===== src/rtl/braille_page_reader.sv =====
// rtl/braille_page_reader.sv - buffered multi-cell braille page reader
//
// Purpose: stores a string of braille cells delivered by the converter and
// presents it CELLS cells at a time. The user pages through it with the next
// and prev buttons. A START marker page precedes the text and an END marker
// page follows it.
//
// Ports:
//   clk         clock
//   reset       asynchronous active-low reset
//   load_start  begin a load (honoured in IDLE only)
//   load_len    characters to load, 0..DEPTH (larger values clip to DEPTH)
//   load_data   character from the converter
//   load_valid  load_data valid
//   load_ready  high while in LOAD
//   next, prev  asynchronous buttons, acted on at their falling edge
//   cells_out   registered cell patterns, cell k at [k*CELL_W +: CELL_W]
//   page_base   buffer index shown on cell 0
//   busy        high in every state but IDLE
//   at_end      high in END
module braille_page_reader #(
  parameter int                 CELL_W     = 8,
  parameter int                 CELLS      = 4,
  parameter int                 DEPTH      = 256,
  parameter int                 AW         = 8,
  parameter logic [CELL_W-1:0]  START_CODE = 'h17,
  parameter logic [CELL_W-1:0]  END_CODE   = 'h01,
  parameter logic [CELL_W-1:0]  BLANK_CODE = 'h00
) (
  input  logic                      clk,
  input  logic                      reset,
  input  logic                      load_start,
  input  logic [AW:0]               load_len,
  input  logic [CELL_W-1:0]         load_data,
  input  logic                      load_valid,
  output logic                      load_ready,
  input  logic                      next,
  input  logic                      prev,
  output logic [CELLS*CELL_W-1:0]   cells_out,
  output logic [AW-1:0]             page_base,
  output logic                      busy,
  output logic                      at_end
);

  typedef enum logic [2:0] {
    S_IDLE,
    S_LOAD,
    S_START,
    S_SHOW,
    S_END
  } state_t;

  // Lengths and indices are AW+1 bits wide so that a full buffer (DEPTH)
  // is representable and page_base+CELLS never wraps in comparisons.
  localparam logic [AW:0]   DEPTH_L = (AW+1)'(DEPTH);
  localparam logic [AW:0]   CELLS_L = (AW+1)'(CELLS);
  localparam logic [AW:0]   ONE_L   = (AW+1)'(1);
  localparam logic [AW-1:0] CELLS_A = AW'(CELLS);

  state_t                   r_state;
  state_t                   w_state_nxt;
  logic [AW-1:0]            r_page_base;
  logic [AW-1:0]            w_pb_nxt;
  logic [AW:0]              r_len;
  logic [AW:0]              w_len_nxt;
  logic [AW:0]              r_wr;
  logic [AW:0]              w_wr_nxt;
  logic                     w_we;
  logic [CELLS*CELL_W-1:0]  r_cells;
  logic [CELLS*CELL_W-1:0]  w_cells_nxt;
  logic [CELLS*CELL_W-1:0]  w_show_cells;
  logic [AW:0]              w_len_clip;
  logic [AW:0]              w_pb_plus;
  logic [AW-1:0]            w_last_pb;

  logic [CELL_W-1:0]        r_mem [DEPTH];

  // Button conditioning: two synchroniser flops plus a delayed copy of the
  // synchronised level. A falling edge shows up as a one-cycle pulse.
  logic r_next_s1, r_next_s2, r_next_d;
  logic r_prev_s1, r_prev_s2, r_prev_d;
  logic w_next_fall, w_prev_fall;
  logic w_next_ev, w_prev_ev;

  always_ff @(posedge clk or negedge reset) begin
    if (!reset) begin
      r_next_s1 <= 1'b0;
      r_next_s2 <= 1'b0;
      r_next_d  <= 1'b0;
      r_prev_s1 <= 1'b0;
      r_prev_s2 <= 1'b0;
      r_prev_d  <= 1'b0;
    end else begin
      r_next_s1 <= next;
      r_next_s2 <= r_next_s1;
      r_next_d  <= r_next_s2;
      r_prev_s1 <= prev;
      r_prev_s2 <= r_prev_s1;
      r_prev_d  <= r_prev_s2;
    end
  end

  assign w_next_fall = r_next_d & ~r_next_s2;
  assign w_prev_fall = r_prev_d & ~r_prev_s2;
  // Simultaneous releases are ambiguous, so neither is acted on.
  assign w_next_ev   = w_next_fall & ~w_prev_fall;
  assign w_prev_ev   = w_prev_fall & ~w_next_fall;

  // Text buffer: written only during LOAD, never reset.
  always_ff @(posedge clk) begin
    if (w_we) begin
      r_mem[r_wr[AW-1:0]] <= load_data;
    end
  end

  assign w_len_clip = (load_len > DEPTH_L) ? DEPTH_L : load_len;
  assign w_pb_plus  = {1'b0, r_page_base} + CELLS_L;
  // First index of the last (possibly partial) page; only used when len>0.
  assign w_last_pb  = AW'(((r_len - ONE_L) / CELLS_L) * CELLS_L);

  always_ff @(posedge clk or negedge reset) begin
    if (!reset) begin
      r_state     <= S_IDLE;
      r_page_base <= '0;
      r_len       <= '0;
      r_wr        <= '0;
      r_cells     <= '0;
    end else begin
      r_state     <= w_state_nxt;
      r_page_base <= w_pb_nxt;
      r_len       <= w_len_nxt;
      r_wr        <= w_wr_nxt;
      r_cells     <= w_cells_nxt;
    end
  end

  always_comb begin
    w_state_nxt = r_state;
    w_pb_nxt    = r_page_base;
    w_len_nxt   = r_len;
    w_wr_nxt    = r_wr;
    w_we        = 1'b0;
    case (r_state)
      S_IDLE: begin
        if (load_start) begin
          w_len_nxt = w_len_clip;
          w_wr_nxt  = '0;
          w_pb_nxt  = '0;
          w_state_nxt = (w_len_clip != '0) ? S_LOAD : S_START;
        end
      end
      S_LOAD: begin
        if (load_valid) begin
          w_we     = 1'b1;
          w_wr_nxt = r_wr + ONE_L;
          if (r_wr + ONE_L == r_len) begin
            w_state_nxt = S_START;
            w_pb_nxt    = '0;
          end
        end
      end
      S_START: begin
        if (w_next_ev) begin
          w_pb_nxt    = '0;
          w_state_nxt = (r_len == '0) ? S_END : S_SHOW;
        end
      end
      S_SHOW: begin
        if (w_next_ev) begin
          if (w_pb_plus >= r_len) begin
            w_state_nxt = S_END;
          end else begin
            w_pb_nxt = r_page_base + CELLS_A;
          end
        end else if (w_prev_ev) begin
          if (r_page_base == '0) begin
            w_state_nxt = S_START;
          end else begin
            w_pb_nxt = r_page_base - CELLS_A;
          end
        end
      end
      S_END: begin
        if (w_next_ev) begin
          w_state_nxt = S_IDLE;
        end else if (w_prev_ev) begin
          if (r_len == '0) begin
            w_state_nxt = S_START;
            w_pb_nxt    = '0;
          end else begin
            w_state_nxt = S_SHOW;
            w_pb_nxt    = w_last_pb;
          end
        end
      end
      default: begin
        w_state_nxt = S_IDLE;
      end
    endcase
  end

  // Combinational buffer read for every cell of the current page. Indices at
  // or past len select BLANK_CODE, so out-of-text entries are never shown.
  for (genvar k = 0; k < CELLS; k++) begin : g_cell
    logic [AW:0] w_idx;
    assign w_idx = {1'b0, r_page_base} + (AW+1)'(k);
    assign w_show_cells[k*CELL_W +: CELL_W] =
      (w_idx < r_len) ? r_mem[w_idx[AW-1:0]] : BLANK_CODE;
  end

  // Cells follow the registered state and page, giving a fixed one-cycle
  // latency from any page change. IDLE and LOAD keep the last pattern.
  always_comb begin
    w_cells_nxt = r_cells;
    case (r_state)
      S_START: w_cells_nxt = {CELLS{START_CODE}};
      S_SHOW:  w_cells_nxt = w_show_cells;
      S_END:   w_cells_nxt = {CELLS{END_CODE}};
      default: w_cells_nxt = r_cells;
    endcase
  end

  assign cells_out  = r_cells;
  assign page_base  = r_page_base;
  assign busy       = (r_state != S_IDLE);
  assign at_end     = (r_state == S_END);
  assign load_ready = (r_state == S_LOAD);

endmodule


===== config.mk =====
export PLATFORM = sky130hd
export DESIGN_NAME = braille_page_reader
export DESIGN_NICKNAME = d
export VERILOG_FILES = /design/src/rtl/braille_page_reader.sv
export SDC_FILE = /design/constraint.sdc
export NUM_CORES = 2
export LEC_CHECK = 0
export ABC_CLOCK_PERIOD_IN_PS = 4400
export BUFFER_PORTS_ARGS = -buffer_cell sky130_fd_sc_hd__clkbuf_2
export CORE_AREA = 10 10 452 454
export DETAILED_ROUTE_END_ITERATION = 8
export DIE_AREA = 0 0 462 464
export GPL_TIMING_DRIVEN = 0
export SLEW_MARGIN = 20
export SYNTH_ARGS = -nofsm -noshare
export SYNTH_HDL_FRONTEND = slang
export SYNTH_SLANG_ARGS = --single-unit
export TNS_END_PERCENT = 50

===== constraint.sdc =====
create_clock -name clk -period 4.4 [get_ports clk]
set_input_delay 0.44 -clock clk [delete_from_list [all_inputs] [get_ports clk]]
set_output_delay 0.44 -clock clk [all_outputs]
set_load 0.05 [all_outputs]

==> results.py <==
metrics = {
    "logic_synthesis": {
        "synth-edff-count": 2048,
        "syn_avg_cell_area_um2": 20.4,
        "synthTopCellsByArea": "edfxtp_1 (74%), mux4_2 (14%), dfrtp_1 (2.0%)",
        "async_flop_share": 0.0308,
        "mappedNetlistArea_um2": 83300,
        "syn_inst": 4092,
        "synth_cell_types": 71,
        "synth_seq_cells": 2113,
        "synth-seq-area-share": 0.758,
        "synth_ff_type": "edfxtp_1",
        "yosys.area.top_type": "edfxtp_1",
        "ys_warn_count": 0,
        "synth_top_area_frac": 0.738,
    },
    "floorplan": {
        "io_pins": 66,
        "dieArea_um2": 214000,
        "placementRows": 162,
        "start_util": 0.428,
        "fp.dieH_um": 464,
        "die_x_um": 462,
        "fp.coreArea_um2": 195000,
    },
    "hold_path": {
        "min_path_cells": 2,
        "hold_path_class": "in -> reg",
        "hold_start": "load_len[8]",
        "hold_end": "r_len[8]",
    },
    "drt": {
        "via_per_inst": 6.82,
        "wl_per_cell_um": 46.2,
        "drt-total-wl_mm": 332,
        "drc": 0,
        "ant_nets": 0,
        "firstDrtPassIters": 8,
        "first_iter_violations": 9713,
        "route.vias.total": 48964,
    },
    "worst_setup_path": {
        "worstSetupPathType": "reg -> reg",
        "end_kind": "flip-flop",
        "path_max_fanout": 10,
        "ff2ff_setup_slack_ns": -0.21,
        "r2r_start": "page_base[3]",
        "worstReg2RegEnd": "cells_out[5]",
        "worstPathRequired_ns": 5.15,
        "arrival_ns": 5.36,
        "setup.worst_path.start_class": "flip-flop",
        "worstRegToRegCells": 9,
    },
    "clocking": {
        "clockRootBuffer": "clkbuf_16",
        "cts_sinks": 2113,
        "insertion_delay_ns": 0.89,
        "clk_pin_slew_ns": 0.06,
        "cts_tree": "built",
        "h-tree-depth": 4,
        "cts_buffer_depth": 3,
        "numCtsBuffers": 211,
    },
    "grt": {
        "grt_pass1_wl_mm": 433,
        "grt_pass1_vias": 45811,
        "grt-ovfl-total": 0,
        "grt_usage": 0.305,
        "grt_max_degree": 118,
        "antenna_found_initial": 29,
    },
    "placement": {
        "place.port_buffers": 62,
        "hpwl_mm": 217,
        "place_inst": 6741,
        "place_ws_ns": -2.26,
        "gp_congestion": 0.994,
    },
    "sta": {
        "grt_setup_unrepaired": "true",
        "finalCritPeriodShare": 1.05,
        "drv_slew": 0,
        "max_slew_margin": 0.0591,
        "finalSetupViolations": 164,
        "finalHoldViolCount": 0,
        "clock-skew-final_ns": 0.0521,
        "setup_slack_ns": -0.206,
        "max_freq_mhz": 217,
        "worst_pin_slew_ns": 1.41,
        "fin_crit_ns": 4.61,
    },
    "layout": {
        "layout.cells.non_filler": 7176,
        "layout_common_cells": "edfxtp_1 (2048), mux4_2 (529), nor2_1 (294)",
        "syn2layout_area_growth_pct": 14.7,
        "nNetsFinal": 4477,
        "final_common_cell": "edfxtp_1",
        "drive_gt1_frac": 0.268,
    },
    "power": {
        "powerDensity_nw_per_um2": 583,
        "p_leak_nw": 30.0,
        "peakVddDrop_v": 0.000508,
    },
    "run": {
        "max_cap_violations": 0,
    },
    "status": {
        "status": "finished with violations",
        "violations": "negative setup slack",
    },
}
-- layer usage --
layer	track usage	vias to the layer above	share of wire
li1	-	17562	-
met1	0.383	25799	0.34
met2	0.418	4558	0.42
met3	0.146	1021	0.16
met4	0.192	24	0.077
met5	0.0174	-	0.0025
-- Yosys cell counts (5+ instances only) --
cell / count
edfxtp_1: 2048
mux4_2: 529
nor2_1: 345
nand2_1: 188
clkbuf_1: 93
mux2i_1: 91
buf_2: 66
dfrtp_1: 65
o21ai_0: 54
buf_4: 46
nand3_1: 44
a21oi_1: 41
a211oi_1: 38
and2_1: 37
a31oi_1: 27
o22ai_1: 27
ha_1: 25
o221ai_1: 25
o21ai_1: 21
xnor2_1: 20
inv_1: 18
nand2b_1: 17
buf_1: 16
nor3_1: 16
nor2b_1: 15
buf_6: 14
nand4_1: 14
mux2_2: 13
a221oi_1: 11
a32oi_1: 9
nor4_1: 9
xor2_1: 7
a21o_1: 6
a22oi_1: 6
and3_1: 6
o211ai_1: 6
o31ai_1: 6
or2_2: 6
mux2_4: 5
-- flip-flops by register name (all words and copies together) (netlist names) --
signal and flops:
r_next_s1 1, r_state 3, page_base 6, r_next_s2 1, r_wr 9, r_prev_d 1, r_len 9, r_mem 2048
r_prev_s2 1, r_prev_s1 1, cells_out 32, r_next_d 1
-- worst max-delay path by stage --
stage / from / to / slack (ns) / cells past startpoint
floorplan: page_base[4] / page_base[2] / 0.25 / 16
global placement: page_base[4] / page_base[7] / -2.95 / 16
detailed placement: page_base[3] / page_base[3] / -2.26 / 16
CTS: r_state[2] / r_mem[110][7] / 0.002 / 9
global route: r_state[2] / r_mem[171][2] / -0.29 / 9
finish: page_base[3] / cells_out[5] / -0.21 / 9
-- power by group --
part           total (mW)  leakage [nW]  internal [mW]  switching, mW
Combinational        15.0          7.47           4.45           10.6
Sequential           22.7          19.2           22.3          0.436
Clock                18.0          3.29           9.93           8.04
-- final cells by class --
class                   instances  area, um^2
repair buffers                124        1720
fillers                     15794       99000
clock inverters               113        1150
inverters                      22        93.8
well taps                    2542        3180
plain buffers                 235        1560
multi-input cells            1721       19000
flip-flops and latches       2113       63100
diodes                         28        70.1
clock buffers                 278        5630
-- critical path, cell delays in order (launching register included) --
cell and delay [ns]:
dfrtp_4 0.60, buf_8 0.25, buf_2 0.67, buf_4 0.55, nand2_2 0.53, clkbuf_2 0.51, buf_16 0.28, o221ai_1 0.32
a2bb2oi_1 0.52, o21ai_1 0.14
-- kinds of logic (layout without fill, tap and decap cells) --
kind of cell | Yosys count | in the layout | synth area share
adders and majority gates | 26 | 26 | 0.00400
xor gates and xnor gates | 27 | 27 | 0.00284
AOI/OAI and AO/OA | 315 | 315 | 0.0256
muxes | 638 | 638 | 0.157
buffers and inverters | 259 | 772 | 0.0161
other | 1 | 30 | 0.0000450
and+or+nand+nor | 713 | 713 | 0.0370
DFF | 2113 | 2113 | 0.758
-- through the flow --
step	cell area (um^2)	hold slack, ns	util	total power, mW	TNS [ns]
after floorplan	83300	0.144	-	29.7	0
after global placement	86800	0.345	0.446	36.8	-1565.68
after detailed placement	88100	0.349	0.453	37.1	-51.31
after CTS	95300	0.0340	0.490	54.7	0
after global routing	95500	0.0673	0.491	56.1	-18.06
final	95600	0.0587	0.491	55.7	-14.52
-- timing repair --
action	CTS	global route
endpoints found under the setup margin	60	507
buffers inserted	5	1
pin swaps	0	2
hold buffers	11	0
hold endpoints to repair	75	0
resized for setup	67	59
Note: power is estimated with default switching activity, not from simulation.
